--- config.mk ---
export PLATFORM = sky130hd
export DESIGN_NAME = branch_ctrl
export DESIGN_NICKNAME = d
export VERILOG_FILES = /design/src/rtl/branch_pkg.sv /design/src/rtl/link_stack.sv /design/src/rtl/branch_ctrl.sv
export SDC_FILE = /design/constraint.sdc
export NUM_CORES = 1
export LEC_CHECK = 0
export ABC_AREA = 0
export CAP_MARGIN = 15
export CORE_UTILIZATION = 45
export DETAILED_ROUTE_END_ITERATION = 16
export GPL_ROUTABILITY_DRIVEN = 0
export GPL_TIMING_DRIVEN = 1
export PLACE_DENSITY = 0.74
export SYNTH_ARGS = -nofsm -noshare
export SYNTH_HDL_FRONTEND = slang
export SYNTH_HIERARCHICAL = 1
export SYNTH_SLANG_ARGS = --single-unit
--- constraint.sdc ---
create_clock -name clk -period 6.1 [get_ports clk]
set_clock_uncertainty 0.2 [all_clocks]
set_input_delay 1.22 -clock clk [delete_from_list [all_inputs] [get_ports clk]]
set_output_delay 1.22 -clock clk [all_outputs]
set_load 0.01 [all_outputs]
--- src/rtl/branch_pkg.sv ---
// Shared types and default sizes for the branch/jump control stage.
// Holds the branch opcode encoding and default width/depth constants.
package branch_pkg;

    typedef enum logic [2:0] {
        NONE  = 3'd0,
        BZ    = 3'd1,
        BNZ   = 3'd2,
        BC    = 3'd3,
        JMP   = 3'd4,
        CALL  = 3'd5,
        RET   = 3'd6,
        LUTWR = 3'd7
    } br_op_t;

    localparam int DEF_W           = 16;
    localparam int DEF_LUT_DEPTH   = 16;
    localparam int DEF_STACK_DEPTH = 4;

endpackage

--- src/rtl/link_stack.sv ---
// Return-address stack: push/pop/top with full/empty and overflow/underflow pulses.
// Latency: top/full/empty reflect state registered at the last edge; pulses are same-cycle.
// Backpressure: none; a push when full or a pop when empty is dropped and flagged.
module link_stack #(
    parameter int W     = 16,
    parameter int DEPTH = 4
) (
    input  logic         clk,
    input  logic         reset,
    input  logic         push,
    input  logic         pop,
    input  logic [W-1:0] push_data,
    output logic [W-1:0] top,
    output logic         full,
    output logic         empty,
    output logic         overflow,
    output logic         underflow
);

    localparam int PW = $clog2(DEPTH + 1);
    localparam int IW = (DEPTH > 1) ? $clog2(DEPTH) : 1;

    logic [W-1:0]  mem [DEPTH];
    logic [PW-1:0] ptr;
    logic [IW-1:0] wr_idx;
    logic [IW-1:0] top_idx;

    assign wr_idx    = IW'(ptr);
    assign top_idx   = IW'(ptr - PW'(1));
    assign full      = (ptr == PW'(DEPTH));
    assign empty     = (ptr == '0);
    assign top       = empty ? '0 : mem[top_idx];
    assign overflow  = push && full;
    assign underflow = pop && empty;

    always_ff @(posedge clk) begin
        if (reset) begin
            ptr <= '0;
            for (int i = 0; i < DEPTH; i++) mem[i] <= '0;
        end else if (push && !full) begin
            mem[wr_idx] <= push_data;
            ptr         <= ptr + PW'(1);
        end else if (pop && !empty) begin
            ptr <= ptr - PW'(1);
        end
    end

endmodule

--- src/rtl/branch_ctrl.sv ---
// Branch/jump decode for the PC: flags, writable target LUT, optional link stack (BRANCH_LINK_STACK_EN).
// Latency: zero-cycle decode to jump_rel/jump_abs/target; state updates at the op's rising edge.
// Backpressure: none; init stalls all state and suppresses jumps, reset overrides init.
module branch_ctrl
    import branch_pkg::*;
#(
    parameter int W           = DEF_W,
    parameter int LUT_DEPTH   = DEF_LUT_DEPTH,
    parameter int STACK_DEPTH = DEF_STACK_DEPTH
) (
    input  logic                         clk,
    input  logic                         reset,
    input  logic                         init,
    input  logic [W-1:0]                 pc,
    input  br_op_t                       br_op,
    input  logic [$clog2(LUT_DEPTH)-1:0] lut_idx,
    input  logic [W-1:0]                 lut_wdata,
    input  logic                         flag_we,
    input  logic                         zero_in,
    input  logic                         carry_in,
    output logic                         jump_rel,
    output logic                         jump_abs,
    output logic [W-1:0]                 target,
    output logic                         stack_full,
    output logic                         stack_empty,
    output logic                         err
);

    logic         z_q;
    logic         c_q;
    logic [W-1:0] lut [LUT_DEPTH];
    logic [W-1:0] lut_rd;
    logic         active;

    assign lut_rd = lut[lut_idx];
    assign active = !reset && !init;

`ifdef BRANCH_LINK_STACK_EN
    logic         push;
    logic         pop;
    logic [W-1:0] stk_top;
    logic         overflow;
    logic         underflow;
    logic         err_q;

    link_stack #(.W(W), .DEPTH(STACK_DEPTH)) u_link_stack (
        .clk       (clk),
        .reset     (reset),
        .push      (push),
        .pop       (pop),
        .push_data (pc + W'(1)),
        .top       (stk_top),
        .full      (stack_full),
        .empty     (stack_empty),
        .overflow  (overflow),
        .underflow (underflow)
    );

    // Overflow/underflow only pulse when the op is live, so err honours init.
    always_ff @(posedge clk) begin
        if (reset) err_q <= 1'b0;
        else       err_q <= err_q | overflow | underflow;
    end

    assign err = err_q;
`else
    logic unused_ok;
    localparam int unused_depth = STACK_DEPTH;

    assign unused_ok   = &{1'b0, pc};
    assign stack_full  = 1'b0;
    assign stack_empty = 1'b1;
    assign err         = 1'b0;
`endif

    always_comb begin
        jump_rel = 1'b0;
        jump_abs = 1'b0;
        target   = '0;
`ifdef BRANCH_LINK_STACK_EN
        push     = 1'b0;
        pop      = 1'b0;
`endif
        if (active) begin
            case (br_op)
                BZ:  if (z_q)  begin jump_rel = 1'b1; target = lut_rd; end
                BNZ: if (!z_q) begin jump_rel = 1'b1; target = lut_rd; end
                BC:  if (c_q)  begin jump_rel = 1'b1; target = lut_rd; end
                JMP: begin jump_abs = 1'b1; target = lut_rd; end
`ifdef BRANCH_LINK_STACK_EN
                CALL: begin
                    jump_abs = 1'b1;
                    target   = lut_rd;
                    push     = 1'b1;
                end
                RET: begin
                    pop = 1'b1;
                    if (!stack_empty) begin
                        jump_abs = 1'b1;
                        target   = stk_top;
                    end
                end
`else
                CALL: begin jump_abs = 1'b1; target = lut_rd; end
`endif
                default: ;
            endcase
        end
    end

    // Flags are sampled by this cycle's branch before the new values land.
    always_ff @(posedge clk) begin
        if (reset) begin
            z_q <= 1'b0;
            c_q <= 1'b0;
            for (int i = 0; i < LUT_DEPTH; i++) lut[i] <= '0;
        end else if (!init) begin
            if (flag_we) begin
                z_q <= zero_in;
                c_q <= carry_in;
            end
            if (br_op == LUTWR) lut[lut_idx] <= lut_wdata;
        end
    end

endmodule

After elaboration in Yosys (flattened, before gate mapping) --
Memories as Yosys holds them, arrays and structs flattened. Index checks and enable logic that the tools add are counted.
Storage, ports and cells: flip-flop bits (word level) 2, bits in writable memories 256, input port bits 45, output and inout bits 21, memories 1
Operators by class: equal/unequal tests 6, mux-type cells 21, bitwise logic cells 1, reduce and logical (&&, ||, !) cells 6
Memories:
- lut | depth 16, bits a word 16, rd ports 1, clocked after Yosys merged registers in 0, wr ports 16, RTL line branch_ctrl.sv:31 | logic [W-1:0] lut [LUT_DEPTH];
Operators with widths (count):
- $mux W16 | 5
- $pmux W16 S4 | 1
- $reduce_or A16 Y1 | 1
- $mux W1 | 13
- $eq A3 B3 Y1 const B | 3
- $eq A3 B2 Y1 const B | 2
- $mux W4 | 1
- $eq A3 B1 Y1 const B | 1
- $pmux W1 S3 | 1
- $logic_not A1 Y1 | 2
- $reduce_and A2 Y1 | 1
- $reduce_or A2 Y1 | 1
- $logic_and A1 B1 Y1 | 1
- $not A1 Y1 | 1

Logic depth before layout (Yosys ltp) --
word-level depth 7, gate-level depth with buffers 6

Worst setup path before layout --
Ideal clock, no wire load.
kind input to output, from in lut_idx[1], to out target[0], arrival time 2423 ps, required time 4680 ps, path slack 2257 ps, cell stages on the path 5, buffers on the path 2, path through buf_2 -> buf_2 -> mux4_2 -> mux2i_1 -> o22ai_1
Between the ends: cells in the longest elaborated chain, start to end 4, elaborated cells between the ends (all ways) 6
Ends and longest elaborated chain:
- from (decl) | RTL line branch_ctrl.sv:16 | input logic [$clog2(LUT_DEPTH)-1:0] lut_idx,
- $mem_v2 Z16 W16 *
- $mux W16 (on tied branches) | RTL line branch_ctrl.sv:88, branch_ctrl.sv:86, branch_ctrl.sv:87
- $pmux W16 S4 * | RTL line branch_ctrl.sv:85 | case (br_op)
- $mux W16 * | RTL line branch_ctrl.sv:84 | if (active) begin
- to (decl) | RTL line branch_ctrl.sv:23 | output logic [W-1:0] target,
Mark *: on every way between the ends. The rest lies on a longest branch, timed or not.

Worst setup path in the final report --
from in lut_idx[1], to out target[14]
The elaborated chain is that of the path after synthesis.

==> flow_results.xml <==
<?xml version="1.0" encoding="UTF-8"?>
<metrics>
  <group name="setup_path">
    <metric name="endpoint_of_the_lowest_slack_register_to_register_path" unit="">z_q$_SDFFE_PP0P_</metric>
    <metric name="regToRegStartpoint" unit="">z_q$_SDFFE_PP0P_</metric>
    <metric name="timing.critical_path.to" unit="">target[14]</metric>
    <metric name="critPathMaxFanout" unit="">37</metric>
    <metric name="critPathArrivalTime" unit="ns">3.68</metric>
    <metric name="worst_r2r_path_depth" unit="">2</metric>
    <metric name="setup.worst_path.class" unit="">in2out</metric>
    <metric name="critical_path_capture_point_type" unit="">output pin</metric>
    <metric name="timing.reg2reg.setup_slack" unit="ns">5.23</metric>
    <metric name="timing.critical_path.required" unit="ns">4.68</metric>
    <metric name="cp-startpoint" unit="">lut_idx[1]</metric>
    <metric name="critPathLaunchType" unit="">primary input</metric>
  </group>
  <group name="drt">
    <metric name="drt_first_iter_violations" unit="">425</metric>
    <metric name="via_per_inst" unit="">5.48</metric>
    <metric name="antenna_left" unit="">0</metric>
    <metric name="wire_per_inst" unit="µm">22.4</metric>
    <metric name="routed_wl" unit="mm">25.3</metric>
    <metric name="detailedRoute.firstPassIterationCount" unit="">5</metric>
    <metric name="vias" unit="">6194</metric>
    <metric name="route.detailed.drc" unit="">0</metric>
  </group>
  <group name="sta">
    <metric name="rsz0062_at_grt" unit="">false</metric>
    <metric name="holdWs" unit="ns">0.362</metric>
    <metric name="achievable-frequency" unit="MHz">196</metric>
    <metric name="timing.final.crit_share" unit="%">83.6</metric>
    <metric name="slew_at_the_pin_closest_to_its_max_slew_limit" unit="ns">0.764</metric>
    <metric name="timing.final.hold_violations" unit="">0</metric>
    <metric name="setup-tns-final" unit="ns">0</metric>
    <metric name="slew_viol_final" unit="">0</metric>
    <metric name="slew_headroom" unit="%">49.1</metric>
    <metric name="setup_ws" unit="ns">1.00</metric>
    <metric name="setup_viol" unit="">0</metric>
    <metric name="layout_min_cycle_time" unit="ns">5.10</metric>
  </group>
  <group name="pwr">
    <metric name="static_power_due_to_leakage" unit="µW">0.00469</metric>
    <metric name="peakVddDrop" unit="V">0.000202</metric>
    <metric name="p_per_area" unit="nW/µm²">291</metric>
    <metric name="totalPowerFinal" unit="µW">3920</metric>
  </group>
  <group name="grt">
    <metric name="grt-ovfl-total" unit="">0</metric>
    <metric name="grt_start_max_net_pins" unit="">38</metric>
    <metric name="via_count_of_the_first_global_routing_pass" unit="">6563</metric>
    <metric name="antenna_found_initial" unit="">1</metric>
    <metric name="grt.total_usage" unit="%">19.8</metric>
    <metric name="wire_length_of_the_first_global_routing_pass" unit="mm">38.6</metric>
  </group>
  <group name="floorplanning">
    <metric name="core_area" unit="µm²">25500</metric>
    <metric name="design.portCount" unit="">66</metric>
    <metric name="floorplan.die.height" unit="µm">164</metric>
    <metric name="num_rows" unit="">58</metric>
    <metric name="initial_standard_cell_utilization_of_the_core" unit="%">46.4</metric>
    <metric name="die_area" unit="µm²">26900</metric>
    <metric name="die_width" unit="µm">164</metric>
  </group>
  <group name="clock_tree">
    <metric name="ctsRootBufferMaster" unit="">sky130_fd_sc_hd__clkbuf_16</metric>
    <metric name="postCtsResizedCells" unit="">0</metric>
    <metric name="clock_tree.htree_level_count" unit="">1</metric>
    <metric name="cts.repair_timing.setup_buffer_count" unit="">0</metric>
    <metric name="worst_setup_hold_path_clk_slew" unit="ns">0.06</metric>
    <metric name="ctsHoldBuffers" unit="">0</metric>
    <metric name="cts_tree" unit="">done</metric>
    <metric name="cts_max_path_buffers" unit="">3</metric>
    <metric name="insertion_delay_of_the_later_clocked_pin_in_the_worst_skew_pair" unit="ns">0.50</metric>
    <metric name="numCtsBuffers" unit="">24</metric>
    <metric name="cts_sinks" unit="">258</metric>
  </group>
  <group name="yosys">
    <metric name="post_synth_xor_area_fraction" unit="%">0</metric>
    <metric name="largest_family_of_logic_cells_by_synthesized_area" unit="">simple AND/OR/NAND/NOR gates</metric>
    <metric name="synth_cell_types" unit="">31</metric>
    <metric name="synth_area" unit="µm²">11800</metric>
    <metric name="synth_largest_area_cell" unit="">sky130_fd_sc_hd__edfxtp_1</metric>
    <metric name="fraction_of_the_mapped_netlist_area_in_simple_logic_gates" unit="%">16.2</metric>
    <metric name="synth_seq_area_share" unit="%">65.3</metric>
    <metric name="synth_seq_cells" unit="">258</metric>
    <metric name="synth_top_cells_by_area" unit="">sky130_fd_sc_hd__edfxtp_1 65%, sky130_fd_sc_hd__and2_1 14%, sky130_fd_sc_hd__mux4_2 12%, sky130_fd_sc_hd__mux2i_1 2.9%, sky130_fd_sc_hd__clkbuf_1 1.0%</metric>
    <metric name="synthesis.instances" unit="">744</metric>
    <metric name="avg_synthesized_cell_area" unit="µm²">15.9</metric>
    <metric name="synth-compound-area-share" unit="%">1.09</metric>
    <metric name="synth_largest_type_area_fraction" unit="%">65.0</metric>
    <metric name="synth.area.mux_share" unit="%">15.1</metric>
    <metric name="yosysWarnings" unit="">6</metric>
    <metric name="arithmetic_cell_share_of_the_synthesized_area_counting_full_adders_half_adders_and_majority_gates" unit="%">0</metric>
  </group>
  <group name="placed_design">
    <metric name="worst_setup_slack_post_dpl" unit="ns">0.917</metric>
    <metric name="total_instance_count_after_detailed_placement" unit="">1086</metric>
    <metric name="io_buffers" unit="">46</metric>
    <metric name="post-dp-hpwl" unit="mm">15.5</metric>
  </group>
  <group name="final_layout">
    <metric name="final_cell_count_without_fillers" unit="">1130</metric>
    <metric name="final_layout_size_suffix_gt1_share" unit="%">18.4</metric>
    <metric name="n_antenna_cell" unit="">0</metric>
    <metric name="mostFrequentLayoutCells" unit="">256 x sky130_fd_sc_hd__and2_1, 256 x sky130_fd_sc_hd__edfxtp_1, 64 x sky130_fd_sc_hd__mux4_2</metric>
    <metric name="fill_cells" unit="">2023</metric>
    <metric name="area_overhead_vs_synth" unit="%">13.8</metric>
    <metric name="design.final.nets" unit="">827</metric>
  </group>
  <group name="run">
    <metric name="max-cap-violations" unit="">0</metric>
  </group>
  <group name="hold_path">
    <metric name="worstHoldPathType" unit="">reg2reg</metric>
  </group>
  <group name="outcome">
    <metric name="outcome" unit="">completed</metric>
  </group>
</metrics>
-- metal layers --
| layer | wire (µm) | GRT usage, % |
|---|---|---|
| met3 | 941 | 2.07 |
| met2 | 13600 | 35.7 |
| met4 | 705 | 6.90 |
| met1 | 10100 | 24.6 |
| met5 | 0 | 0 |
-- stage by stage --
| stage | area, µm² | utilization [%] |
|---|---|---|
| global placement | 12600 | 49.5 |
| CTS | 13500 | 52.8 |
| floorplan | 11800 | - |
| detailed placement | 12600 | 49.5 |
| finish | 13500 | 52.8 |
| global route | 13500 | 52.8 |
-- synthesized netlist by cell type --
library cell / instances
sky130_fd_sc_hd__and2_1: 256
sky130_fd_sc_hd__edfxtp_1: 256
sky130_fd_sc_hd__mux4_2: 64
sky130_fd_sc_hd__mux2i_1: 34
sky130_fd_sc_hd__clkbuf_1: 32
sky130_fd_sc_hd__o22ai_1: 16
sky130_fd_sc_hd__or2_2: 16
sky130_fd_sc_hd__nor2_1: 12
sky130_fd_sc_hd__buf_2: 10
sky130_fd_sc_hd__buf_1: 9
sky130_fd_sc_hd__buf_4: 3
sky130_fd_sc_hd__clkbuf_2: 3
sky130_fd_sc_hd__nand4b_1: 3
sky130_fd_sc_hd__nor2_4: 3
sky130_fd_sc_hd__nor3_1: 3
sky130_fd_sc_hd__conb_1: 2
sky130_fd_sc_hd__dfxtp_1: 2
sky130_fd_sc_hd__inv_1: 2
sky130_fd_sc_hd__nand2_1: 2
sky130_fd_sc_hd__nand2b_1: 2
sky130_fd_sc_hd__nand4_1: 2
sky130_fd_sc_hd__nor2b_1: 2
sky130_fd_sc_hd__o211ai_1: 2
sky130_fd_sc_hd__and3_1: 1
sky130_fd_sc_hd__and4bb_1: 1
sky130_fd_sc_hd__buf_6: 1
sky130_fd_sc_hd__nor3_4: 1
sky130_fd_sc_hd__nor4_1: 1
sky130_fd_sc_hd__o21ai_0: 1
sky130_fd_sc_hd__o31a_1: 1
sky130_fd_sc_hd__or4b_4: 1
-- area by class of cell --
class                      instances  area, µm²  area share [%]
sequential                       258       7730            57.4
clock buffer                      33        666            4.95
clock inverter                    11        181            1.35
inverter                           2       7.51          0.0558
tap                              330        413            3.07
timing repair buffer              69        621            4.61
multi-input combinational        427       3840            28.6
-- cells by family (layout without fill, tap and decap cells) --
kind of cell,after synthesis,after routing
other,2,3
buffers and inverters,60,115
multiplexers,98,98
AO/OA/AOI/OAI,20,20
AND/OR/NAND/NOR,306,306
flip-flops,258,258
-- critical path, cell delays in order --
cell and delay (ns):
sky130_fd_sc_hd__buf_4 0.53, sky130_fd_sc_hd__buf_4 0.46, sky130_fd_sc_hd__mux4_2 0.55, sky130_fd_sc_hd__mux2i_1 0.21
sky130_fd_sc_hd__o22ai_1 0.16, sky130_fd_sc_hd__clkdlybuf4s50_1 0.51
-- power breakdown --
group	switching, µW	internal [µW]
Combinational	151	120
Clock	615	975
Sequential	23.1	2030
-- how the worst min path moves through the flow --
stage                     start                to  slack (ns)  depth (start not counted)
3_5_place_dp   c_q$_SDFFE_PP0P_  c_q$_SDFFE_PP0P_        0.34                          2
3_3_place_gp   c_q$_SDFFE_PP0P_  c_q$_SDFFE_PP0P_        0.33                          2
4_1_cts        c_q$_SDFFE_PP0P_  c_q$_SDFFE_PP0P_        0.36                          2
2_1_floorplan  c_q$_SDFFE_PP0P_  c_q$_SDFFE_PP0P_        0.28                          2
6_report       c_q$_SDFFE_PP0P_  c_q$_SDFFE_PP0P_        0.36                          2
5_1_grt        c_q$_SDFFE_PP0P_  c_q$_SDFFE_PP0P_        0.38                          2
-- registers in the layout, summed over array words and instances, names as in the netlist --
register  flops
lut         256
z_q           1
c_q           1
Note: power is estimated with default switching activity, not from simulation.
